==> src/rtl/bin_to_bcd_pkg.sv <==
// Shared types and constants for the binary-to-BCD converter and its
// downstream display consumers.
package bin_to_bcd_pkg;

  typedef enum logic [1:0] {
    IDLE  = 2'd0,
    SHIFT = 2'd1,
    DONE  = 2'd2
  } state_e;

  localparam int         BCD_W        = 4;
  localparam logic [3:0] ADD3_THRESH  = 4'd5;
  localparam logic [7:0] ASCII_OFFSET = 8'h30;

  // Downstream turns each result nibble into a printable character.
  function automatic logic [7:0] digit_to_ascii(input logic [3:0] digit);
    return ASCII_OFFSET + {4'h0, digit};
  endfunction

endpackage

==> src/rtl/bin_to_bcd_digit_adj.sv <==
// One double-dabble correction stage: adds 3 to a BCD nibble of 5 or more
// so the following left shift carries correctly into the next digit.
module bcd_digit_adj
  import bin_to_bcd_pkg::*;
(
  input  logic [BCD_W-1:0] digit_i,
  output logic [BCD_W-1:0] digit_o
);

  assign digit_o = (digit_i >= ADD3_THRESH) ? digit_i + 4'd3 : digit_i;

endmodule

==> src/rtl/bin_to_bcd.sv <==
// Sequential double-dabble converter: one bit per clock, result and
// saturation flag presented with a one-cycle valid pulse BIN_WIDTH+1 cycles after a request.
module bin_to_bcd
  import bin_to_bcd_pkg::*;
#(
  parameter int BIN_WIDTH = 16,
  parameter int DIGITS    = 4
) (
  input  logic                   internal_clk,
  input  logic                   rst,
  input  logic [BIN_WIDTH-1:0]   data_in,
  input  logic                   data_in_trcvd,
  output logic [4*DIGITS-1:0]    data_out,
  output logic                   data_out_rcvd,
  output logic                   busy,
  output logic                   overflow
);

  localparam int SD    = BIN_WIDTH / 3 + 1;
  localparam int SW    = SD * BCD_W;
  localparam int CNT_W = $clog2(BIN_WIDTH + 1);

  state_e                 state_q, state_d;
  logic [BIN_WIDTH-1:0]   bin_q, bin_d;
  logic [SW-1:0]          scr_q, scr_d;
  logic [SW-1:0]          scr_adj;
  logic [CNT_W-1:0]       cnt_q, cnt_d;
  logic [4*DIGITS-1:0]    dout_q, dout_d;
  logic                   ovf_q, ovf_d;
  logic [SW+BIN_WIDTH:0]  shifted;
  logic                   hi_nz;

  for (genvar g = 0; g < SD; g++) begin : g_adj
    bcd_digit_adj u_adj (
      .digit_i (scr_q[g*BCD_W +: BCD_W]),
      .digit_o (scr_adj[g*BCD_W +: BCD_W])
    );
  end

  // Top bit is whatever falls off the scratch; it counts toward saturation.
  assign shifted = {scr_adj, bin_q, 1'b0};
  assign hi_nz   = |shifted[SW+BIN_WIDTH : BIN_WIDTH+4*DIGITS];

  always_comb begin
    state_d = state_q;
    bin_d   = bin_q;
    scr_d   = scr_q;
    cnt_d   = cnt_q;
    dout_d  = dout_q;
    ovf_d   = ovf_q;
    case (state_q)
      IDLE: begin
        if (data_in_trcvd) begin
          bin_d   = data_in;
          scr_d   = '0;
          cnt_d   = '0;
          state_d = SHIFT;
        end
      end
      SHIFT: begin
        bin_d = shifted[BIN_WIDTH-1:0];
        scr_d = shifted[SW+BIN_WIDTH-1:BIN_WIDTH];
        cnt_d = cnt_q + 1'b1;
        if (cnt_q == CNT_W'(BIN_WIDTH - 1)) begin
          state_d = DONE;
          ovf_d   = hi_nz;
          dout_d  = hi_nz ? {DIGITS{4'h9}}
                          : shifted[BIN_WIDTH+4*DIGITS-1:BIN_WIDTH];
        end
      end
      DONE: begin
        state_d = IDLE;
      end
      default: begin
        state_d = IDLE;
      end
    endcase
  end

  always_ff @(posedge internal_clk) begin
    if (rst) begin
      state_q <= IDLE;
      bin_q   <= '0;
      scr_q   <= '0;
      cnt_q   <= '0;
      dout_q  <= '0;
      ovf_q   <= 1'b0;
    end else begin
      state_q <= state_d;
      bin_q   <= bin_d;
      scr_q   <= scr_d;
      cnt_q   <= cnt_d;
      dout_q  <= dout_d;
      ovf_q   <= ovf_d;
    end
  end

  assign data_out      = dout_q;
  assign overflow      = ovf_q;
  assign data_out_rcvd = (state_q == DONE);
  assign busy          = (state_q != IDLE);

endmodule

==> config.mk <==
export PLATFORM = sky130hd
export DESIGN_NAME = bin_to_bcd
export DESIGN_NICKNAME = d
export VERILOG_FILES = /design/src/rtl/bin_to_bcd_pkg.sv /design/src/rtl/bin_to_bcd_digit_adj.sv /design/src/rtl/bin_to_bcd.sv
export SDC_FILE = /design/constraint.sdc
export NUM_CORES = 1
export LEC_CHECK = 0
export ABC_AREA = 1
export CELL_PAD_IN_SITES_DETAIL_PLACEMENT = 0
export CELL_PAD_IN_SITES_GLOBAL_PLACEMENT = 1
export CORE_MARGIN = 3
export CORE_UTILIZATION = 42
export DETAILED_ROUTE_END_ITERATION = 8
export GPL_TIMING_DRIVEN = 0
export PLACE_DENSITY_LB_ADDON = 0.1
export SYNTH_ARGS = -nofsm -noshare
export SYNTH_HDL_FRONTEND = slang
export SYNTH_SLANG_ARGS = --single-unit
==> constraint.sdc <==
create_clock -name internal_clk -period 3.65 [get_ports internal_clk]
set_input_delay 0.5475 -clock internal_clk [delete_from_list [all_inputs] [get_ports internal_clk]]
set_output_delay 0.5475 -clock internal_clk [all_outputs]
set_load 0.03 [all_outputs]
# --- Yosys cells after proc, flatten, opt, wreduce, memory -nomap -nowiden ---
# Index checks and enable logic that the tools add are counted.
op_classes:
  add_sub_neg: 7
  mux: 16
  shifts: 0
  n_mul: 0
  n_div: 0
  eq_ne: 5
  n_reduce_logical: 7
  order_cmp: 6
  bitwise: 0
ops:
  columns: ["op", "n"]
  rows:
  - ["24-bit case mux with 2 select lines", 1]
  - ["16-bit two-way mux", 2]
  - ["16-bit case mux with 2 select lines", 1]
  - ["4-bit by 2-bit adder with 4-bit output (second input constant)", 6]
  - ["4-bit by 3-bit >= comparator with 1-bit output (second input constant)", 6]
  - ["24-bit two-way mux", 1]
  - ["4-bit two-way mux", 6]
  - ["5-bit case mux with 2 select lines", 1]
  - ["9-bit OR reduction", 1]
  - ["2-bit AND reduction", 3]
  - ["5-bit by 1-bit adder with 5-bit output (second input constant)", 1]
  - ["5-bit by 4-bit == test with 1-bit output (second input constant)", 1]
  - ["5-bit two-way mux", 1]
  - ["2-bit two-way mux", 2]
  - ["2-bit != test (second input constant)", 2]
  - ["2-bit case mux with 2 select lines", 1]
  - ["2-bit nonzero test", 2]
  - ["2-bit by 1-bit == test with 1-bit output (second input constant)", 1]
  - ["2-bit == test (second input constant)", 1]
  - ["2-bit logical NOT", 1]
totals:
  latch_bits: 0
  in_bits: 19
  mem_count: 0
  rom_bits: 0
  reg_bits: 64
  ramBits: 0

# --- Depth between registers and ports, before layout ---
# Gate-level depths: netlist of run 1.
logic_depth:
  ltp_word: 4
  ltp_mapped: 14
  depth_no_buf: 14

# --- By module ---
# A second synthesis of run 1 with hierarchy kept.
hier_totals:
  cells_unflattened: 511
  hier_area_um2: 3489.6
by_module_without_submodules:
  columns: ["mod", "cells_each", "seq_area_each_um2", "area_each_um2", "n_inst"]
  rows:
  - ["bin_to_bcd", 373, 1281.2, 2678.8, 1]
  - ["bcd_digit_adj", 23, 0.0, 135.1, 6]

# --- Worst setup path after synthesis of run 1 ---
# OpenSTA, ideal clock, no wires.
synth_path:
  path_type: "register to register"
  start: "register scr_q[16]"
  end: "register dout_q[0] (netlist: data_out[0])"
  setup_time_ps: 115
  path_slack_ps: 2091
  synth_period_minus_slack_ps: 1559
  path_buffers: 0
  arrival_ps: 1444
  path_stages_with_launch: 13
  cell_sequence: "dfxtp_1 -> inv_1 -> ha_1 -> inv_1 -> nand2_2 -> nand3_2 -> nand2_1 -> nand2_1 -> nand2_1 -> nor2_2 -> nand2_2 -> o21ai_0 -> inv_1"
synth_between:
  elab_chain_cells: 4
  elab_cells_between_ends: 5
  classes_between: "1 x add/sub; 1 x order compare; 2 x mux; 1 x reduce/logical"
synth_rtl:
  columns: ["element", "line_no", "text"]
  rows:
  - ["start, declared", "bin_to_bcd.sv:25", "logic [SW-1:0] scr_q, scr_d;"]
  - ["start signal, assigned", "bin_to_bcd.sv:91", "scr_q <= scr_d;"]
  - ["4-bit by 2-bit adder with 4-bit output / 4-bit by 3-bit >= comparator with 1-bit output (equally long branches)", "bin_to_bcd_digit_adj.sv:10", "assign digit_o = (digit_i >= ADD3_THRESH) ? digit_i + 4'd3 : digit_i;"]
  - ["4-bit two-way mux *", "bin_to_bcd_digit_adj.sv:10", null]
  - ["9-bit OR reduction *", "bin_to_bcd.sv:42", "assign hi_nz = |shifted[SW+BIN_WIDTH : BIN_WIDTH+4*DIGITS];"]
  - ["16-bit two-way mux *", "bin_to_bcd.sv:67", "dout_d = hi_nz ? {DIGITS{4'h9}}"]
  - ["end signal, assigned", "bin_to_bcd.sv:93", "dout_q <= dout_d;"]
  - ["end, declared", "bin_to_bcd.sv:28", "logic [4*DIGITS-1:0] dout_q, dout_d;"]
# Mark *: on every way between the ends. The rest lies on a longest branch, timed or not.
# A chain may end at the register's enable or synchronous reset.

# --- Final worst setup path of run 1 ---
layout_path:
  start: "register state_q[0]"
  end: "output port busy"
layout_between:
  elab_chain_cells: 1
layout_rtl:
  columns: ["element", "line_no", "text"]
  rows:
  - ["start, declared", "bin_to_bcd.sv:23", "state_e state_q, state_d;"]
  - ["start signal, assigned", "bin_to_bcd.sv:89", "state_q <= state_d;"]
  - ["2-bit nonzero test", "bin_to_bcd.sv:101", "assign busy = (state_q != IDLE);"]
  - ["end, declared", "bin_to_bcd.sv:15", "output logic busy,"]
# Every way passes these cells.

==> results of run 1 <==
Yosys cell counts, types with 3 or more instances:
| master | number |
|---|---|
| nor2_1 | 20 |
| xor2_1 | 4 |
| or2_2 | 4 |
| o21ai_0 | 29 |
| a22oi_1 | 8 |
| o22ai_1 | 3 |
| buf_2 | 8 |
| nor2_2 | 6 |
| dfxtp_1 | 64 |
| buf_4 | 3 |
| ha_1 | 14 |
| nand2_1 | 141 |
| nand2_2 | 7 |
| o21a_1 | 3 |
| nand3_1 | 17 |
| a31oi_1 | 7 |
| inv_1 | 61 |
| a21oi_1 | 36 |
| clkbuf_1 | 5 |
| nand4_1 | 5 |
power by group:
part | internal (mW) | switching (mW) | leakage [nW]
combinational | 0.0462 | 0.0763 | 1.12
sequential | 0.713 | 0.0103 | 0.518
clock | 0.278 | 0.269 | 0.0882
total | 1.04 | 0.356 | 1.73
how the worst max path moves through the flow:
stage | from | endpoint | slack, ns | cells after the start
2_1_floorplan | scr_q[16] | data_out[0] | 2.09 | 12
3_3_place_gp | rst | scr_q[10] | 1.36 | 4
3_5_place_dp | rst | scr_q[6] | 1.40 | 4
4_1_cts | state_q[0] | busy | 1.48 | 3
5_1_grt | state_q[0] | busy | 1.41 | 3
6_report | state_q[0] | busy | 1.50 | 3
metal layers:
metal | vias up | part of all wire [%] | global-route usage (%)
li1 | 1572 | - | -
met1 | 1319 | 50 | 26.2
met2 | 47 | 45 | 30.0
met3 | 10 | 3.9 | 3.21
met4 | 0 | 1.2 | 6.86
met5 | - | 0 | 0
tightest hold or removal path, stage by stage (launching register included):
cell and delay (ns):
dfxtp_1 0.31, nand2_1 0.06, a21oi_1 0.05
area by class of cell:
type / instances / area, sq um / share of cell area [%]
buffer: 17 / 92.6 / 2.37
clock buffer: 12 / 155 / 3.97
clock inverter: 3 / 17.5 / 0.448
inverter: 63 / 236 / 6.05
multi-input combinational: 318 / 1630 / 41.7
sequential: 64 / 1280 / 32.8
tap: 99 / 124 / 3.17
timing repair buffer: 37 / 370 / 9.48
sequential cells by signal (all words and copies together) (netlist names):
register and flops:
scr_q 24, cnt_q 5, state_q 2, overflow 1
bin_q 16, data_out 16
cells by family (layout without fill, tap and decap cells):
group	Yosys count	in the layout	share of synthesized area, %
adders and majority gates	14	14	5.40
buffers and inverters	80	132	10.2
and+or+nand+nor	209	209	28.1
muxes	1	1	0.309
AOI/OAI and AO/OA	90	90	15.5
DFF	64	64	39.5
xor gates and xnor gates	4	4	1.08
per-stage QoR:
stage                     cells  cell area, sq um  util [%]
after global routing        613              3910      53.0
final                       613              3910      53.0
after floorplan             462              3240         -
after global placement      598              3740      50.7
after CTS                   613              3910      53.0
after detailed placement    598              3740      50.7
==> results.cfg, run 1 <==
[setup_path]
crit_buf_inv = 2
cp.arrival_ns = 1.60
path_class = flop to primary output
endpoint_kind = primary output
reg2reg_depth = 6
critPathRequiredTime_ns = 3.10
critPathSlowestCell = clkdlybuf4s50_1
crit_family = buffers and inverters
r2r-end = data_out[8]
r2r_slack_ns = 1.75
setup.worst_path.start_class = flop
cp_cell_sequence = nor2_1 -> inv_1 -> clkdlybuf4s50_1
r2r_start = scr_q[4]
critPathMaxFanout = 6
slowest_delay_ns = 0.66

[routing]
drt-total-wl_um = 7800
avgRoutedWirePerCell_um = 12.7
vias = 2948
detail_route.iter0.violations = 166
route.detailed.vias_per_inst = 4.81
drc = 0
ant_nets = 0
dr.pass1.iters = 4

[yosys]
synth_ff_type = dfxtp_1
netlist_top_cells_area = dfxtp_1 40%, nand2_1 16%, inv_1 7.1%
synth.distinct_cells = 32
synth_top_cell_by_area = dfxtp_1
synth_nets = 495
synth-seq-cells = 64
synth_edf_count = 0
yosysWarnings = 0
yosys.area.top_type_share_pct = 39.5
synth_area_sq_um = 3240
synthCells = 462
yosysSeqAreaShare_pct = 39.5
syn_avg_cell_area_sq_um = 7.02
async_flop_share_pct = 0

[global_route]
grt_use_total_pct = 19.0
grt_pass1_vias = 2752
grt_max_degree = 11
grt_pass1_wl_um = 13100
antenna_found_initial = 0
overflow = 0

[placement]
port_buffers = 37
hpwl_um = 5700
place_ws_ns = 1.40
gp_congestion = 0.839

[die]
fp-row-count = 31
die_h_um = 93.9
die_x_um = 93.9
core-area_sq_um = 7370
dieArea_sq_um = 8810
start_util_pct = 44.0
ios = 38

[timing]
max_freq_mhz = 466
tns_ns = 0
rsz0062_at_grt = no
finalSetupViolations = 0
final.period_utilization_pct = 58.8
post-route-min-period_ns = 2.15
relSlewSlack_pct = 56.9
finalHoldViolCount = 0
tightest_slew_ns = 0.646
slew_viol_final = 0
layout_setup_ws_ns = 1.50
whs_ns = 0.465
skew_ns = 0.00930

[cells_and_area]
final_common_cell = nand2_1
drive_above_1_share_pct = 9.92
final_cell_mix = 141 x nand2_1, 64 x dfxtp_1, 61 x inv_1
syn_to_final_growth_pct = 20.6
antennaDiodeCount = 0
num-fill-cells = 764
layout.nets = 543

[clock_tree]
cts_resized = 0
numCtsBuffers = 9
root_buffer = clkbuf_8
cts_tree = yes
post_cts_buffers = 0
cts.sinks = 64
ctsHoldBuffers = 0
clk_pin_slew_ns = 0.07
htreeDepth = 3
cts.path.max_buffers = 2
clock_latency_ns = 0.34

[flow_run]
maxCapViolations = 0

[min_path]
worstHoldStart = bin_q[0]
min_to = bin_q[0]
hold_class = flop to flop
whs_path_depth = 2

[power]
finalPower_mw = 1.39
p_per_area_nw_per_um2 = 356
leakage_nw = 1.73
peakVddDrop_uv = 161

[outcome]
outcome = finished, final reports clean
(Power assumes the default switching activity.)
==> run 2: changes to the inputs <==
--- a/config.mk
+++ b/config.mk
@@ -9,7 +9,7 @@
 export CELL_PAD_IN_SITES_DETAIL_PLACEMENT = 0
 export CELL_PAD_IN_SITES_GLOBAL_PLACEMENT = 1
 export CORE_MARGIN = 3
-export CORE_UTILIZATION = 42
+export CORE_UTILIZATION = 40
 export DETAILED_ROUTE_END_ITERATION = 8
 export GPL_TIMING_DRIVEN = 0
 export PLACE_DENSITY_LB_ADDON = 0.1
==> constraint.sdc (replaced) <==
create_clock -name internal_clk -period 2.25 [get_ports internal_clk]
set_input_delay 0.3375 -clock internal_clk [delete_from_list [all_inputs] [get_ports internal_clk]]
set_output_delay 0.3375 -clock internal_clk [all_outputs]
set_load 0.03 [all_outputs]
==> run 2 against run 1 <==
Compared with the run above:
- setup slack got worse by 1.2 ns
- sequential cell count is the same
- hold slack better by 0.0034 ns
- non-clock buffer count stayed put
- critical path type unchanged
- largest power group unchanged
==> results.cfg, run 2 (same netlist as run 1, synthesis figures left out) <==
[outcome]
outcome = finished, final reports clean

[power]
power_frac_comb_pct = 8.5
p_clk_share_pct = 42.1
p_per_area_nw_per_um2 = 603
p_switching_mw = 0.573
sequentialPowerShare_pct = 49.4
p_int_mw = 1.80
leakage_nw = 1.74
peakVddDrop_uv = 305
sw_frac_of_total_pct = 24.1

[cells_and_area]
final_cell_mix = 141 x nand2_1, 64 x dfxtp_1, 61 x inv_1
final_common_cell = nand2_1
antennaDiodeCount = 0
layout.nets = 543
stdcell_count = 617
drive_above_1_share_pct = 9.90
fin_util_pct = 50.4
stdcell_area_sq_um = 3940
largest_reg_flops = 24
syn_to_final_growth_pct = 21.5
top_register = scr_q
num-fill-cells = 820

[routing]
dr.pass1.iters = 4
ant_nets = 0
drc = 0
route.met2.wl_um = 3710
avgRoutedWirePerCell_um = 13.0
highest_layer = met4
detail_route.iter0.violations = 150
route.detailed.vias_per_inst = 4.77
vias = 2946
dr_wl_met3_um = 295
drt-total-wl_um = 8040
wl_met1_um = 3920

[placement]
placed_area_sq_um = 3740
hpwl_um = 5860
port_buffers = 37
place_inst = 601
gp_congestion = 0.742
place_ws_ns = 0.0955

[clock_tree]
clock_latency_ns = 0.34
post_cts_buffers = 0
cts.sinks = 64
cts_tree = yes
cts_resized = 0
cts.path.max_buffers = 2
clk_pin_slew_ns = 0.07
numCtsBuffers = 9
root_buffer = clkbuf_8
ctsHoldBuffers = 0
htreeDepth = 3

[min_path]
min_to = scr_q[21]
whs_path_depth = 2
hold_class = flop to flop
worstHoldStart = scr_q[21]

[global_route]
grt_pass1_wl_um = 13100
antenna_found_initial = 0
overflow = 0
grt_use_total_pct = 18.7
grt_max_degree = 11
grt_pass1_vias = 2742

[timing]
skew_ns = 0.00726
tightest_slew_ns = 0.641
max_freq_mhz = 510
tns_ns = 0
post-route-min-period_ns = 1.96
finalHoldViolCount = 0
finalSetupViolations = 0
rsz0062_at_grt = no
relSlewSlack_pct = 57.3
slew_viol_final = 0
layout_setup_ws_ns = 0.291
final.period_utilization_pct = 87.1

[setup_path]
setup.worst_path.start_class = flop
critPathMaxFanout = 3
cp_cell_sequence = inv_1 -> nor2_1 -> clkdlybuf4s50_1
crit_family = buffers and inverters
r2r_slack_ns = 0.34
critPathRequiredTime_ns = 1.91
critPathSlowestCell = clkdlybuf4s50_1
slowest_delay_ns = 0.69
r2r_start = cnt_q[0]
reg2reg_depth = 10
crit_buf_inv = 2
endpoint_kind = primary output
cp.arrival_ns = 1.62
path_class = flop to primary output
r2r-end = data_out[3]

[flow_run]
maxCapViolations = 0

[die]
fp-row-count = 32
core-area_sq_um = 7810
dieArea_sq_um = 9220
ios = 38
die_x_um = 96.0
start_util_pct = 41.5
die_h_um = 96.0
-- run 2: layer usage --
layer  vias up  global-route usage (%)
li1       1569                       -
met1      1325                    25.0
met2        42                    30.1
met3        10                    2.97
met4         0                    7.46
met5         -                       0
-- run 2: final cells by class --
class / count / area (sq um) / share of cell area, %
multi-input combinational: 318 / 1630 / 41.4
sequential: 64 / 1280 / 32.5
timing repair buffer: 37 / 370 / 9.40
inverter: 63 / 236 / 6.00
clock buffer: 13 / 159 / 4.03
tap: 102 / 128 / 3.24
buffer: 17 / 92.6 / 2.35
clock inverter: 3 / 40.0 / 1.02
-- run 2: worst max path at each step --
stage                          start            end  slack, ns  depth (start not counted)
after CTS                 state_q[1]  data_out_rcvd       0.27                          3
after global routing       scr_q[16]    data_out[0]       0.18                         12
final                     state_q[1]  data_out_rcvd       0.29                          3
after global placement           rst      scr_q[10]       0.09                          4
after detailed placement         rst       scr_q[6]        0.1                          4
after floorplan            scr_q[16]    data_out[0]       0.69                         12
-- run 2: worst reg2reg max path, cell delays in order (launching register included) --
cell and delay, ns:
dfxtp_1 0.37, ha_1 0.16, inv_1 0.05, nor3_1 0.14, ha_1 0.22, nand2_2 0.11
inv_1 0.11, buf_4 0.20, nand3_1 0.23, nor2_1 0.16, nor2_1 0.05
-- run 2: power groups by stage --
stage / Sequential, mW / Combinational (mW) / Clock [mW]
CTS: 1.17 / 0.206 / 1.03
finish: 1.17 / 0.202 / 1.00
detailed placement: 1.20 / 0.206 / 0
global placement: 1.20 / 0.205 / 0
floorplan: 1.19 / 0.118 / 0
global route: 1.18 / 0.224 / 1.07
-- run 2: stage by stage --
step	hold WS (ns)	power, mW
2_1_floorplan	0.423	1.31
3_3_place_gp	0.449	1.40
3_5_place_dp	0.458	1.40
4_1_cts	0.467	2.40
5_1_grt	0.498	2.47
6_report	0.468	2.38
==> run 3: changes to the inputs <==
--- a/config.mk
+++ b/config.mk
@@ -6,9 +6,10 @@
 export NUM_CORES = 1
 export LEC_CHECK = 0
 export ABC_AREA = 1
+export CAP_MARGIN = 10
 export CELL_PAD_IN_SITES_DETAIL_PLACEMENT = 0
 export CELL_PAD_IN_SITES_GLOBAL_PLACEMENT = 1
-export CORE_MARGIN = 3
+export CORE_MARGIN = 2
 export CORE_UTILIZATION = 40
 export DETAILED_ROUTE_END_ITERATION = 8
 export GPL_TIMING_DRIVEN = 0
==> run 3 against run 2 <==
Compared with the run above:
- clock-buffer cell count fell by 1
- fmax fell by 0.84%
- routed wire length fell by 0.11%
- combinational power barely moved
- hold slack got worse by 0.0032 ns
- register-to-register slack got worse by 0.04 ns
- cell count fell by 0.49%
- power fell by 5.5%
- sequential cell count did not move
- non-clock buffer count did not move
- critical path type unchanged
- highest routed layer unchanged
==> results.cfg, run 3 (same netlist as run 1, synthesis figures left out) <==
[routing]
avgRoutedWirePerCell_um = 13.1
drc = 0
detail_route.iter0.violations = 118
route.detailed.vias_per_inst = 4.89
ant_nets = 0
vias = 3005
dr.pass1.iters = 4
drt-total-wl_um = 8030

[global_route]
overflow = 0
grt_pass1_wl_um = 13700
grt_pass1_vias = 2796
grt_use_total_pct = 20.1
gr-max-usage-layer = met2
grt_use_met2_pct = 32.2
grt_max_degree = 11
use_met3_pct = 2.41
grtUsageMet1_pct = 27.9
antenna_found_initial = 0

[die]
fp-row-count = 32
start_util_pct = 41.5
ios = 38
dieArea_sq_um = 8840
core-area_sq_um = 7810
die_h_um = 94.0
die_x_um = 94.0

[setup_path]
setup.worst_path.start_class = flop
path_class = flop to primary output
r2r_start = cnt_q[0]
cp.arrival_ns = 1.64
r2r_slack_ns = 0.30
critPathMaxFanout = 3
reg2reg_depth = 10
critPathRequiredTime_ns = 1.91
endpoint_kind = primary output
r2r-end = data_out[3]
crit_start = state_q[1]

[timing]
finalHoldViolCount = 0
max_freq_mhz = 506
relSlewSlack_pct = 56.8
tightest_slew_ns = 0.648
post-route-min-period_ns = 1.98
layout_setup_ws_ns = 0.274
final.period_utilization_pct = 87.8
whs_ns = 0.465
skew_ns = 0.00760
tns_ns = 0
finalSetupViolations = 0
rsz0062_at_grt = no
slew_viol_final = 0

[min_path]
min_to = bin_q[0]
worstHoldStart = bin_q[0]
whs_path_depth = 2
hold_class = flop to flop

[cells_and_area]
final_common_cell = nand2_1
layout.nets = 543
top_register = scr_q
largest_reg_flops = 24
drive_above_1_share_pct = 9.57
fin_util_pct = 50.0
final_cell_mix = 141 x nand2_1, 64 x dfxtp_1, 61 x inv_1
syn_to_final_growth_pct = 20.3
antennaDiodeCount = 0

[placement]
gp_congestion = 0.769
place_ws_ns = 0.0852
port_buffers = 37
hpwl_um = 5720

[clock_tree]
cts_resized = 0
cts.sinks = 64
cts.path.max_buffers = 2
cts_tree = yes
clock_latency_ns = 0.34
htreeDepth = 3
post_cts_buffers = 0
numCtsBuffers = 9
clk_pin_slew_ns = 0.06
ctsHoldBuffers = 0
root_buffer = clkbuf_8

[power]
leakage_nw = 1.73
p_per_area_nw_per_um2 = 575
peakVddDrop_uv = 267
finalPower_mw = 2.24

[flow_run]
maxCapViolations = 0

[outcome]
outcome = finished, final reports clean
run 3: cell types whose count changed in the layout (fill, tap and decap cells not counted):
cell / change
bufinv_16: -1
clkbuf_1: -1
clkinv_2: -1
run 3: final cells by class:
type                    count  area [sq um]
fillers                   830          3910
multi-input cells         318          1630
flip-flops and latches     64          1280
repair buffers             37           370
inverters                  63           236
clock buffers              12           155
well taps                 102           128
plain buffers              17          92.6
clock inverters             1          5.00
run 3: worst max-delay path by stage:
stage | to | cells after the start
finish | data_out_rcvd | 3
global route | data_out[3] | 10
CTS | data_out[3] | 10
detailed placement | scr_q[2] | 4
global placement | scr_q[6] | 4
floorplan | data_out[0] | 12
run 3: critical path: stages (launching register included):
cell	delay (ns)
dfxtp_1	0.41
inv_1	0.08
nor2_1	0.12
clkdlybuf4s50_1	0.69
run 3: power breakdown:
part,switching [mW],leakage [nW],internal (mW)
combinational,0.129,1.12,0.0751
sequential,0.0160,0.518,1.16
clock,0.426,0.0842,0.441
run 3: per-layer routing:
| metal | vias to the layer above | routed length [um] |
|---|---|---|
| met5 | - | 0 |
| met3 | 11 | 348 |
| met2 | 52 | 3630 |
| met1 | 1374 | 3930 |
| met4 | 0 | 121 |
| li1 | 1568 | - |
run 3: per-stage QoR:
step	instances	cell area (sq um)
detailed placement	601	3740
finish	614	3900
floorplan	462	3240
global route	614	3900
CTS	614	3900
global placement	601	3740
